`config.mk`:
```
export PLATFORM = sky130hd
export DESIGN_NAME = nor3_sweep_ctrl
export DESIGN_NICKNAME = d
export VERILOG_FILES = /design/src/rtl/nor3_sweep_ctrl.sv
export SDC_FILE = /design/constraint.sdc
export NUM_CORES = 1
export LEC_CHECK = 0
export ABC_CLOCK_PERIOD_IN_PS = 4210
export BUFFER_PORTS_ARGS = -buffer_cell sky130_fd_sc_hd__buf_2
export CAP_MARGIN = 5
export CORE_MARGIN = 4
export CORE_UTILIZATION = 60
export DETAILED_ROUTE_END_ITERATION = 16
export GPL_TIMING_DRIVEN = 0
export PLACE_DENSITY = 0.92
export SYNTH_ARGS = -nofsm -noshare
export SYNTH_HDL_FRONTEND = slang
export SYNTH_SLANG_ARGS = --single-unit
```
`constraint.sdc`:
```
create_clock -name clk -period 4.21 [get_ports clk]
set_input_delay 0.421 -clock clk [delete_from_list [all_inputs] [get_ports clk]]
set_output_delay 0.421 -clock clk [all_outputs]
set_load 0.02 [all_outputs]
```
`src/rtl/nor3_sweep_ctrl.sv`:
```
// ==========================================================================
// nor3_sweep_ctrl : clocked 8-vector sweep of a 3-input gate with checking
// Optional macro NOR3_SWEEP_SYNC_EN adds a 2-flop d_in synchronizer. Rev 1.0
// ==========================================================================
`default_nettype none

module nor3_sweep_ctrl #(
    parameter int unsigned SETTLE_CYCLES = 4,
    parameter logic [7:0]  EXPECT        = 8'b0000_0001
) (
    input  logic       clk,
    input  logic       rst_n,
    input  logic       start,
    input  logic       abort,
    input  logic       d_in,
    output logic       a_out,
    output logic       b_out,
    output logic       c_out,
    output logic       busy,
    output logic       done,
    output logic       pass,
    output logic [7:0] fail_vec,
    output logic [7:0] captured
);

    typedef enum logic [2:0] {
        IDLE   = 3'd0,
        APPLY  = 3'd1,
        SETTLE = 3'd2,
        SAMPLE = 3'd3,
        DONE   = 3'd4
    } state_t;

    logic d_smp;

`ifdef NOR3_SWEEP_SYNC_EN
    // Two extra settle cycles cover the synchronizer latency.
    localparam int unsigned SETTLE_LEN = SETTLE_CYCLES + 2;
    logic [1:0] sync_q;
    always_ff @(posedge clk) begin
        if (!rst_n) sync_q <= 2'b00;
        else        sync_q <= {sync_q[0], d_in};
    end
    assign d_smp = sync_q[1];
`else
    localparam int unsigned SETTLE_LEN = SETTLE_CYCLES;
    assign d_smp = d_in;
`endif

    localparam logic [8:0] CNT_LAST = 9'(SETTLE_LEN - 1);

    state_t     state_q, state_d;
    logic [2:0] idx_q, idx_d;
    logic [8:0] cnt_q, cnt_d;
    logic [2:0] abc_q, abc_d;
    logic [7:0] cap_q, cap_d;
    logic [7:0] fail_q, fail_d;
    logic       pass_q, pass_d;

    always_ff @(posedge clk) begin
        if (!rst_n) begin
            state_q <= IDLE;
            idx_q   <= 3'd0;
            cnt_q   <= 9'd0;
            abc_q   <= 3'd0;
            cap_q   <= 8'd0;
            fail_q  <= 8'd0;
            pass_q  <= 1'b0;
        end else begin
            state_q <= state_d;
            idx_q   <= idx_d;
            cnt_q   <= cnt_d;
            abc_q   <= abc_d;
            cap_q   <= cap_d;
            fail_q  <= fail_d;
            pass_q  <= pass_d;
        end
    end

    always_comb begin
        state_d = state_q;
        idx_d   = idx_q;
        cnt_d   = cnt_q;
        abc_d   = abc_q;
        cap_d   = cap_q;
        fail_d  = fail_q;
        pass_d  = pass_q;
        case (state_q)
            IDLE: begin
                if (start && !abort) begin
                    state_d = APPLY;
                    idx_d   = 3'd0;
                    abc_d   = 3'd0;
                    cap_d   = 8'd0;
                    fail_d  = 8'd0;
                    pass_d  = 1'b0;
                end
            end
            APPLY: begin
                state_d = SETTLE;
                cnt_d   = 9'd0;
            end
            SETTLE: begin
                cnt_d = cnt_q + 9'd1;
                if (cnt_q == CNT_LAST) state_d = SAMPLE;
            end
            SAMPLE: begin
                cap_d[idx_q]  = d_smp;
                fail_d[idx_q] = d_smp ^ EXPECT[idx_q];
                if (idx_q != 3'd7) begin
                    idx_d   = idx_q + 3'd1;
                    abc_d   = idx_q + 3'd1;
                    state_d = APPLY;
                end else begin
                    // fail_d already includes this final vector's bit.
                    pass_d  = ~|fail_d;
                    state_d = DONE;
                end
            end
            DONE: begin
                state_d = IDLE;
                abc_d   = 3'd0;
            end
            default: state_d = IDLE;
        endcase
        // Abort overrides everything above, including a same-edge capture.
        if (abort && (state_q == APPLY || state_q == SETTLE || state_q == SAMPLE)) begin
            state_d = IDLE;
            idx_d   = 3'd0;
            cnt_d   = 9'd0;
            abc_d   = 3'd0;
            cap_d   = 8'd0;
            fail_d  = 8'd0;
            pass_d  = 1'b0;
        end
    end

    assign a_out    = abc_q[2];
    assign b_out    = abc_q[1];
    assign c_out    = abc_q[0];
    assign busy     = (state_q == APPLY) || (state_q == SETTLE) || (state_q == SAMPLE);
    assign done     = (state_q == DONE);
    assign pass     = pass_q;
    assign fail_vec = fail_q;
    assign captured = cap_q;

endmodule

`default_nettype wire
```
Word-level counts from Yosys, hierarchy flattened
Memories as Yosys holds them, arrays and structs flattened. A register that Yosys moved wholly into a read port is not among the register bits.
Cells that the tools add are included.
{ "op_classes": {"add_sub_neg": 2, "order_cmp": 2, "n_eq_ne": 10, "n_mux": 22, "bitwise": 2, "n_reduce_logical": 18} }
{ "op_table": {"columns": ["operator", "n"], "rows": [
  ["$pmux 8 s2", 2],
  ["$mux 3", 7],
  ["$pmux 9 s2", 1],
  ["$bwmux 8", 2],
  ["$pmux 3 s4", 1],
  ["$add 9x1->9 const B", 1],
  ["$eq 9x2->1 const B", 1],
  ["$pmux 3 s3", 1],
  ["$reduce_and 3->1", 3],
  ["$mux 8", 1],
  ["$ne 2x2->1 const B", 4],
  ["$reduce_or 8->1", 1],
  ["$eq 3x2->1 const B", 2],
  ["$pmux 3 s2", 1],
  ["$lt 3x4->1 const B", 1],
  ["$mux 1", 4],
  ["$reduce_and 2->1", 2],
  ["$reduce_bool 2->1", 2],
  ["$add 3x1->3 const B", 1],
  ["$demux 1 s3", 1],
  ["$eq 3x1->1 const B", 1],
  ["$eq 3x3->1 const B", 1],
  ["$ge 3x1->1 const B", 1],
  ["$logic_and 1x1->1", 3],
  ["other kinds (9)", 11]
]} }
{ "totals": {"ff_bits": 35, "mem_bits_ro": 8, "inputBits": 5, "output_inout_bits": 22, "word_cells": 64, "memories": 1} }
{ "memory_table": {"columns": ["name", "words", "word_bits", "rd", "rd_ports_with_merged_regs", "write_ports", "line", "source"], "rows": [
  ["(no name shown)", 8, 1, 1, 1, 0, "109", "fail_d[idx_q] = d_smp ^ EXPECT[idx_q];"]
]} }

Longest topological paths before layout
Gate-level depths: netlist of the first run.
{ "logic_depth": {"ltp_word": 9, "mapped_depth": 7, "ltp_nobuf": 7} }

Least setup slack after synthesis of the first run
OpenSTA, ideal clock, no wires.
{ "synth_timing": {"kind": "input port to flip-flop", "from": "input port abort", "to": "register cap_q[4] (netlist: captured[4])", "setup_ps": 120, "t_arrival_ps": 1642, "required_ps": 4090, "slack_ps": 2448, "path_stages": 5, "path_buffers": 0, "path_cell_list": "or4b_4 > a21o_4 > nor4b_4 > mux2i_1 > nor2_2"} }
{ "synth_between": {"elab_chain_len": 4, "word_cells_on_any_way": 6, "cone_classes": "eq/ne (1); reduce/logical (5)"} }
{ "synth_rtl": {"columns": ["element", "line", "source"], "rows": [
  ["from (decl)", "14", "input logic abort,"],
  ["$logic_not 1->1", "90", "if (start && !abort) begin"],
  ["$logic_and 1x1->1", "90", null],
  ["$ne 2x2->1 (no source line)", null, null],
  ["$reduce_and 2->1 (no source line)", null, null],
  ["to (signal assigned)", "74", "cap_q <= cap_d;"],
  ["to (decl)", "56", "logic [7:0] cap_q, cap_d;"]
]} }
Parallel ways exist; a longest one is shown, timed or not.
A chain may end at the register's enable or synchronous reset.

Final worst setup path of the first run
{ "layout_timing": {"from": "register state_q[0]", "to": "register fail_q[4] (netlist: fail_vec[4])"} }
{ "layout_between": {"elab_chain_len": 5, "word_cells_on_any_way": 12, "cone_classes": "eq/ne (4); mux (1); reduce/logical (7)"} }
{ "layout_rtl": {"columns": ["element", "line", "source"], "rows": [
  ["from (decl)", "52", "state_t state_q, state_d;"],
  ["from (signal assigned)", "70", "state_q <= state_d;"],
  ["$eq 3x1->1 / $eq 3x2->1 (equally long branches)", "127", "if (abort && (state_q == APPLY || state_q == SETTLE || state_q == SAMPLE)) begin"],
  ["$logic_or 1x1->1 (2 in series)", "127", null],
  ["$logic_and 1x1->1", "127", null],
  ["$reduce_or 2->1 (no source line)", null, null],
  ["to (signal assigned)", "75", "fail_q <= fail_d;"],
  ["to (decl)", "57", "logic [7:0] fail_q, fail_d;"]
]} }
Parallel ways exist; a longest one is shown, timed or not.

==> summary.md, run 1 <==
| Metric | Value |
|---|---|
| Total Power | 0.6298 mW |
| H-tree levels | 2 |
| Sequential cell area fraction in the yosys report | between 30% and 40% |
| Post-synthesis to final-layout area growth | 13.42% |
| Antenna violations before repair | 0 |
| Max-Slew Margin vs Limit | between 50% and 60% |
| Post-synth EDFFs | 0 |
| Total of flip-flops plus latches after synthesis | 36 |
| Detail Route Antenna Nets | 0 |
| Master of the slowest instance on the critical path | o31ai_1 |
| Synthesized area divided by synthesized cell count | approximately 8 sq um |
| Clock transition at path regs | between 0.1 and 0.15 ns |
| Register-to-Register Setup Slack | ~2.2 ns |
| Largest fanout on the critical path | 10 |
| Post-synth top area share | approximately two fifths |
| Worst hold-check slack | 0.3902 ns |
| Top library cells by usage in the layout, fill and taps aside | nor2_1 (39), dfxtp_1 (36), buf_2 (30), a21oi_1 (20), nand2_1 (19) |
| Bufs on Longest Clock Path | 2 |
| CTS tree | done |
| I/O pins | 27 |
| Cell count after synthesis | around 220 |
| Number of cells traversed by the worst hold path | 3 |
| Worst Reg-to-Reg Cells | 5 |
| Worst Tran Pin Value | between 0.7 and 0.8 ns |
| First-pass GRT wire length | 7238 um |
| Post-DR vias/cell | approximately 6 |
| Result of the run | finished, final reports clean |
| Combinational share of power | about 7% |
| Drt drc | 0 |
| Resized cells post-CTS | 0 |
| Top area cells in the synthesized netlist | dfxtp_1 (40%), nor2_1 (8.1%), mux2i_1 (6.1%), a21oi_1 (5.5%), nand2_1 (3.9%) |
| Via count of the first global-routing pass | around 1,600 |
| Die boundary width | about 63 um |
| Worst min-delay path class | in2reg |
| Power per unit of standard cell area | roughly 300 nW/um^2 |
| Starting utilization of the core area | about 64% |
| Total Nets Final | between 200 and 300 |
| NetSw | about 0.15 mW |
| Hold-fix buffer count after cts | 0 |
| Main flop type after synthesis | dfxtp_1 |
| Worst path cell trace | buf_2 > nor2_1 > o31ai_1 > clkbuf_1 > nor2_1 |
| Final hold vios | 0 |
| Leakage power of the design | around 0.86 nW |
| Maximum number of pins on one net before global-route repair | 13 |
| Internal power consumption | approximately 0.48 mW |
| Max-cap violations | 0 |
| Part of the power in the clock network | between 30 and 40% |
| Kind of start point of the critical path | flip-flop |
| RSZ-0062 raised after global routing | false |
| Routed wire length per instance | approximately 15 um |
| Starting DRT DRC Count | 121 |
| Worst path top cell family by delay | buffers and inverters |
| Sinks on Clock Net | 36 |
| Number of inserted diodes | 0 |
| Count of distinct cell types in the synthesized netlist | between 40 and 50 |
| Category of the most critical setup path | reg2reg |
| CTS Root Buffer Type | clkbuf_4 |
| Number of nets in the synthesized netlist | 230 |
| Max Clk Rate | 488.1 MHz |
| Std cell rows | 19 |
| Final critical delay including setup and external delays | 2.049 ns |
| Dominant cell type by count on the critical path | nor2_1 |
| Number of buffer cells added on primary ports | 25 |
| Share of final-layout standard cells stronger than drive strength 1 | a little under a fifth |
| Worst-case clock skew | 0.01998 ns |
| Placed wire-length estimate after detailed placement | between 2000 and 3000 um |
| Delay of the slowest critical-path stage | just over 0.6 ns |
| Max Transition Viols Final | 0 |
| Number of warnings issued by yosys | 0 |
| Overall Global Routing Usage | ~23% |
| Fraction of registers with async set or reset after synthesis | 0% |
| Die area | between 3000 and 4000 sq um |
| Final cycle utilization of the critical path | 48.66% |
| Global placer's final weighted congestion | between 0.8 and 0.9 |
| Total via count after detailed routing | 1,723 |
| Arrival time worst endpoint | ~2.3 ns |
| Largest vdd supply drop | 236.4 uV |
| Data required time at the worst endpoint | roughly 4.4 ns |
| Final design utilization | around 73% |
| Total number of cells along the worst setup path | 5 |
| Number of iterations in the first detailed-routing pass | 5 |
| Post-synthesis cell area | ~1800 sq um |
| Final total negative setup slack | 0 ns |
| Combined buffer and inverter count along the critical path | 2 |
| Clock network latency to the later pin of the worst-skew pair | approximately 0.37 ns |
| Largest area contributor in the netlist | dfxtp_1 |
| Post-CTS repair timing setup buffer count | 0 |
| Core Box Area | 2829 sq um |
| Number of endpoints failing setup at the final stage | 0 |
| Switching Fraction | a little under a quarter |
| WL final | approximately 4200 um |
| Total gr overflow | 0 |
| Number of buffers added by the clock tree synthesis step | 5 |
| Critical Path End Type | flip-flop |
| Leading cell type in the layout, fill and taps excluded | nor2_1 |
| Proportion of power drawn by flip-flops and latches | a little over half |
| Chip height | 63.05 um |
-- per-layer routing --
| layer | share of wire [%] | global-route usage, % | up-vias |
|---|---|---|---|
| met5 | 0 | 0 | - |
| met4 | 2.1 | 11.29 | 0 |
| met3 | 6.5 | 6.475 | 9 |
| met2 | 44 | 33.86 | 62 |
| met1 | 47 | 30.75 | 794 |
| li1 | - | - | 858 |
-- layout make-up --
type                       instances  area [sq um]
multi-input combinational        171          1031
clock buffer                       5         37.54
inverter                           2         7.507
timing repair buffer              25         125.1
buffer                            13         58.81
clock inverter                     3         42.54
sequential                        36         720.7
tap                               31         38.79
fill                             219         767.0
-- kinds of logic after synthesis --
logic type	count (synthesis)	synth area share (%)
and+or+nand+nor	100	28.84
AOI/OAI and AO/OA	54	18.31
DFF	36	39.64
buffers and inverters	15	3.648
muxes	11	6.057
xor gates and xnor gates	3	1.446
adders and majority gates	3	2.065
-- per-stage QoR --
step / worst slack, ns / area (sq um) / std cells
after floorplan: 2.448 / 1818 / 222
after global placement: 2.236 / 1982 / 278
after detailed placement: 2.236 / 1982 / 278
after CTS: 2.172 / 2062 / 286
after global routing: 1.981 / 2062 / 286
final: 2.161 / 2062 / 286
-- registers in the layout, summed over array words and instances, names as in the netlist, named ones only --
register	flops
idx_q	3
pass	1
fail_vec	8
state_q	3
abc_q	3
cnt_q	9
captured	8
-- Yosys cell counts, types with 3 or more instances --
master and number:
a311oi_1 4, a21o_1 3, nand2_1 19, ha_1 3
buf_2 5, clkbuf_1 7, nand3b_1 4, a21oi_1 20
mux2i_1 11, nand4b_1 3, nand3_1 7, a22oi_1 5
nor2_1 39, o21ai_0 10, dfxtp_1 36, a31oi_1 3
nor3_1 5
-- path summary, 6_finish.rpt --
kind / from / to
worst min register to register: captured[7] / captured[7]
worst min-delay path: d_in / captured[7]
worst max-delay path: state_q[0] / fail_vec[4]
worst max register to register: state_q[0] / fail_vec[4]
-- power groups by stage --
| stage | clock (mW) | combinational (mW) | sequential, mW |
|---|---|---|---|
| floorplan | 0 | 0.0301 | 0.351 |
| global placement | 0 | 0.0415 | 0.350 |
| detailed placement | 0 | 0.0419 | 0.350 |
| CTS | 0.250 | 0.0425 | 0.343 |
| global route | 0.270 | 0.0476 | 0.343 |
| finish | 0.244 | 0.0430 | 0.343 |
-- worst min-delay path, delay by kind of cell --
kind	cells	cell delay [ns]
buf+inv	1	0.16
simple gates	1	0.08
compound gates	1	0.05
No activity file was read; power rests on OpenSTA's default activity.
==> inputs of run 2 (changes only) <==
Settings changed: ABC_AREA from default to 1, ABC_CLOCK_PERIOD_IN_PS 4210 to 2100, CORE_UTILIZATION 60 to 56, PLACE_DENSITY 0.92 to 0.87.
Clock period 4.21 ns to 2.1 ns, I/O delays scaled along.
==> summary.md, run 2 <==
| Metric | Value |
|---|---|
| Chip height | roughly 66 um |
| Bufs on Longest Clock Path | 2 |
| WL final | about 4100 um |
| Sequential cell area fraction in the yosys report | roughly two fifths |
| Number of buffers added by the clock tree synthesis step | 5 |
| Worst-case clock skew | between 0.008 and 0.009 ns |
| Master of the slowest instance on the critical path | dfxtp_1 |
| Arrival time worst endpoint | 1.75 ns |
| Max Transition Viols Final | 0 |
| Final cycle utilization of the critical path | 69.31% |
| Fraction of registers with async set or reset after synthesis | 0% |
| Clock transition at path regs | 0.11 ns |
| Final hold vios | 0 |
| Starting utilization of the core area | around three fifths |
| Routed wire length per instance | roughly 12 um |
| Top area cells in the synthesized netlist | dfxtp_1 (38%), nand2_1 (14%), nand3_1 (8.0%), a21oi_1 (6.7%), inv_1 (6.6%) |
| Power per unit of standard cell area | roughly 800 nW/um^2 |
| Placed instance count | around 340 |
| Total gr overflow | 0 |
| Max-Slew Margin vs Limit | 64.96% |
| Total of flip-flops plus latches after synthesis | 36 |
| Final std cells w/o fill | ~350 |
| Delay of the slowest critical-path stage | around 0.46 ns |
| Die boundary width | between 60 and 70 um |
| Global placer's final weighted congestion | about 0.89 |
| Leakage power of the design | 0.9656 nW |
| Max-cap violations | 0 |
| Post-synthesis to final-layout area growth | 12.87% |
| Sinks on Clock Net | 36 |
| Result of the run | finished, final reports clean |
| Total Power | between 1.5 and 2 mW |
| Worst Setup Slack, final | 0.6444 ns |
| Category of the most critical setup path | reg2reg |
| Via count of the first global-routing pass | about 1,600 |
| Hold-fix buffer count after cts | 0 |
| Antenna violations before repair | 0 |
| Count of distinct cell types in the synthesized netlist | 30 |
| Top library cells by usage in the layout, fill and taps aside | nand2_1 (70), dfxtp_1 (36), inv_1 (33), nand3_1 (30), buf_2 (30) |
| Core Box Area | about 3100 sq um |
| Leading cell type in the layout, fill and taps excluded | nand2_1 |
| Total Nets Final | approximately 320 |
| Layout filler cell count | approximately 290 |
| Number of nets in the synthesized netlist | 283 |
| Top cells by instance count after synthesis | nand2_1 (70), dfxtp_1 (36), inv_1 (33), nand3_1 (30), a21oi_1 (25) |
| Placement Setup Slack | between 0.6 and 0.7 ns |
| Clock network latency to the later pin of the worst-skew pair | about 0.35 ns |
| Worst path cell trace | ha_1 > ha_1 > nand2_1 > o21ai_2 > nand2_1 > nand3_1 > nand2_1 > nor2_1 |
| Worst min-delay path class | in2reg |
| Worst Tran Pin Value | approximately 0.52 ns |
| Share of final-layout standard cells stronger than drive strength 1 | 18.83% |
| Std cell rows | 20 |
| I/O pins | 27 |
| Worst Reg-to-Reg Cells | 8 |
| Post-synth top area share | around 38% |
| Post-CTS repair timing setup buffer count | 0 |
| Most flops, register | cnt_q |
| Number of warnings issued by yosys | 0 |
| CTS tree | done |
| Kind of start point of the critical path | flip-flop |
| Starting DRT DRC Count | 176 |
| Critical Path End Type | flip-flop |
| Data required time at the worst endpoint | around 2.4 ns |
| Number of cells traversed by the worst hold path | 3 |
| Most common cell in the netlist | nand2_1 |
| CTS Root Buffer Type | clkbuf_4 |
| Post-synth EDFFs | 0 |
| Final critical delay including setup and external delays | ~1.5 ns |
| Maximum number of pins on one net before global-route repair | 12 |
| Resized cells post-CTS | 0 |
| Post-DR vias/cell | 5.236 |
| Number of inserted diodes | 0 |
| Detail Route Antenna Nets | 0 |
| Final total negative setup slack | 0 ns |
| Max Clk Rate | about 690 MHz |
| Worst hold-check slack | between 0.2 and 0.25 ns |
| Die area | around 4300 sq um |
| Worst path top cell family by delay | flip-flops |
| First-pass GRT wire length | between 7000 and 8000 um |
| Main flop type after synthesis | dfxtp_1 |
| Placed wire-length estimate after detailed placement | between 3000 and 4000 um |
| RSZ-0062 raised after global routing | false |
| Number of iterations in the first detailed-routing pass | 4 |
| H-tree levels | 2 |
| Flip-flop count of the largest register, all copies and words added | 9 |
| Dominant cell type by count on the critical path | nand2_1 |
| Combined buffer and inverter count along the critical path | 0 |
| Post-synthesis cell area | between 1500 and 2000 sq um |
| Number of endpoints failing setup at the final stage | 0 |
| Overall Global Routing Usage | roughly 21% |
| Synthesized area divided by synthesized cell count | approximately 6.8 sq um |
| Drt drc | 0 |
| Number of buffer cells added on primary ports | 25 |
| Total via count after detailed routing | 1,843 |
| Cell count after synthesis | about 280 |
| Total number of cells along the worst setup path | 8 |
| Largest area contributor in the netlist | dfxtp_1 |
| Largest fanout on the critical path | 6 |
| Largest vdd supply drop | 470.1 uV |
==> run 2: changes by cell type in the layout (fill, tap and decap cells not counted), moves of 5 or more <==
| cell | delta |
|---|---|
| mux2i_1 | -11 |
| nand2_1 | +51 |
| nand3_1 | +23 |
| inv_1 | +31 |
| clkbuf_1 | -7 |
| a21oi_1 | +5 |
| a22oi_1 | -5 |
| nor2_1 | -20 |
==> run 2: path summary, 6_finish.rpt <==
kind               start           to  slack, ns
min                 d_in  captured[2]       0.22
max             idx_q[1]    flip-flop       0.64
min reg2reg  captured[2]  captured[2]       0.46
max reg2reg     idx_q[1]    flip-flop       0.64
==> run 2: area by class of cell <==
type	count	area (sq um)	share of cell area, %
Tap cell	44	55.05	2.599
Buffer	9	62.56	2.953
Sequential cell	36	720.7	34.02
Timing Repair Buffer	25	125.1	5.907
Clock inverter	2	10.01	0.4725
Inverter	37	142.6	6.734
Clock buffer	6	51.30	2.422
Multi-Input combinational cell	193	950.9	44.89
==> run 2: through the flow <==
stage / instance area [sq um] / util [%]
after floorplan: 1877 / -
after global placement: 2057 / 65.76
after detailed placement: 2057 / 65.76
after CTS: 2118 / 67.72
after global routing: 2118 / 67.72
final: 2118 / 67.72
==> run 2: report_power, final <==
| group | total (mW) | internal, mW | switching [mW] |
|---|---|---|---|
| Combinational | 0.543 | 0.161 | 0.382 |
| Sequential | 0.757 | 0.718 | 0.0394 |
| Clock | 0.396 | 0.159 | 0.236 |
| Total | 1.70 | 1.04 | 0.658 |
==> run 2: worst min-delay path, cell delays in order <==
cell	delay, ns
buf_2	0.17
nand3_1	0.10
a21oi_1	0.06
==> run 2: cell families (layout without fill, tap and decap cells) <==
family                   count (synthesis)  in the layout  synth area share [%]
AND/OR/NAND/NOR                        137            137                 33.00
flip-flops                              36             36                 38.40
adder cells (fa/ha/maj)                  3              3                 2.000
AO/OA/AOI/OAI                           53             53                 15.67
buffers and inverters                   46             79                 10.93
==> run 2: per-layer routing <==
layer,GRT usage (%),vias to the layer above,share of wire [%]
met1,28.20,828,49
met4,8.290,0,1.7
li1,-,962,-
met2,33.04,45,43
met3,5.782,8,5.7
met5,0,-,0
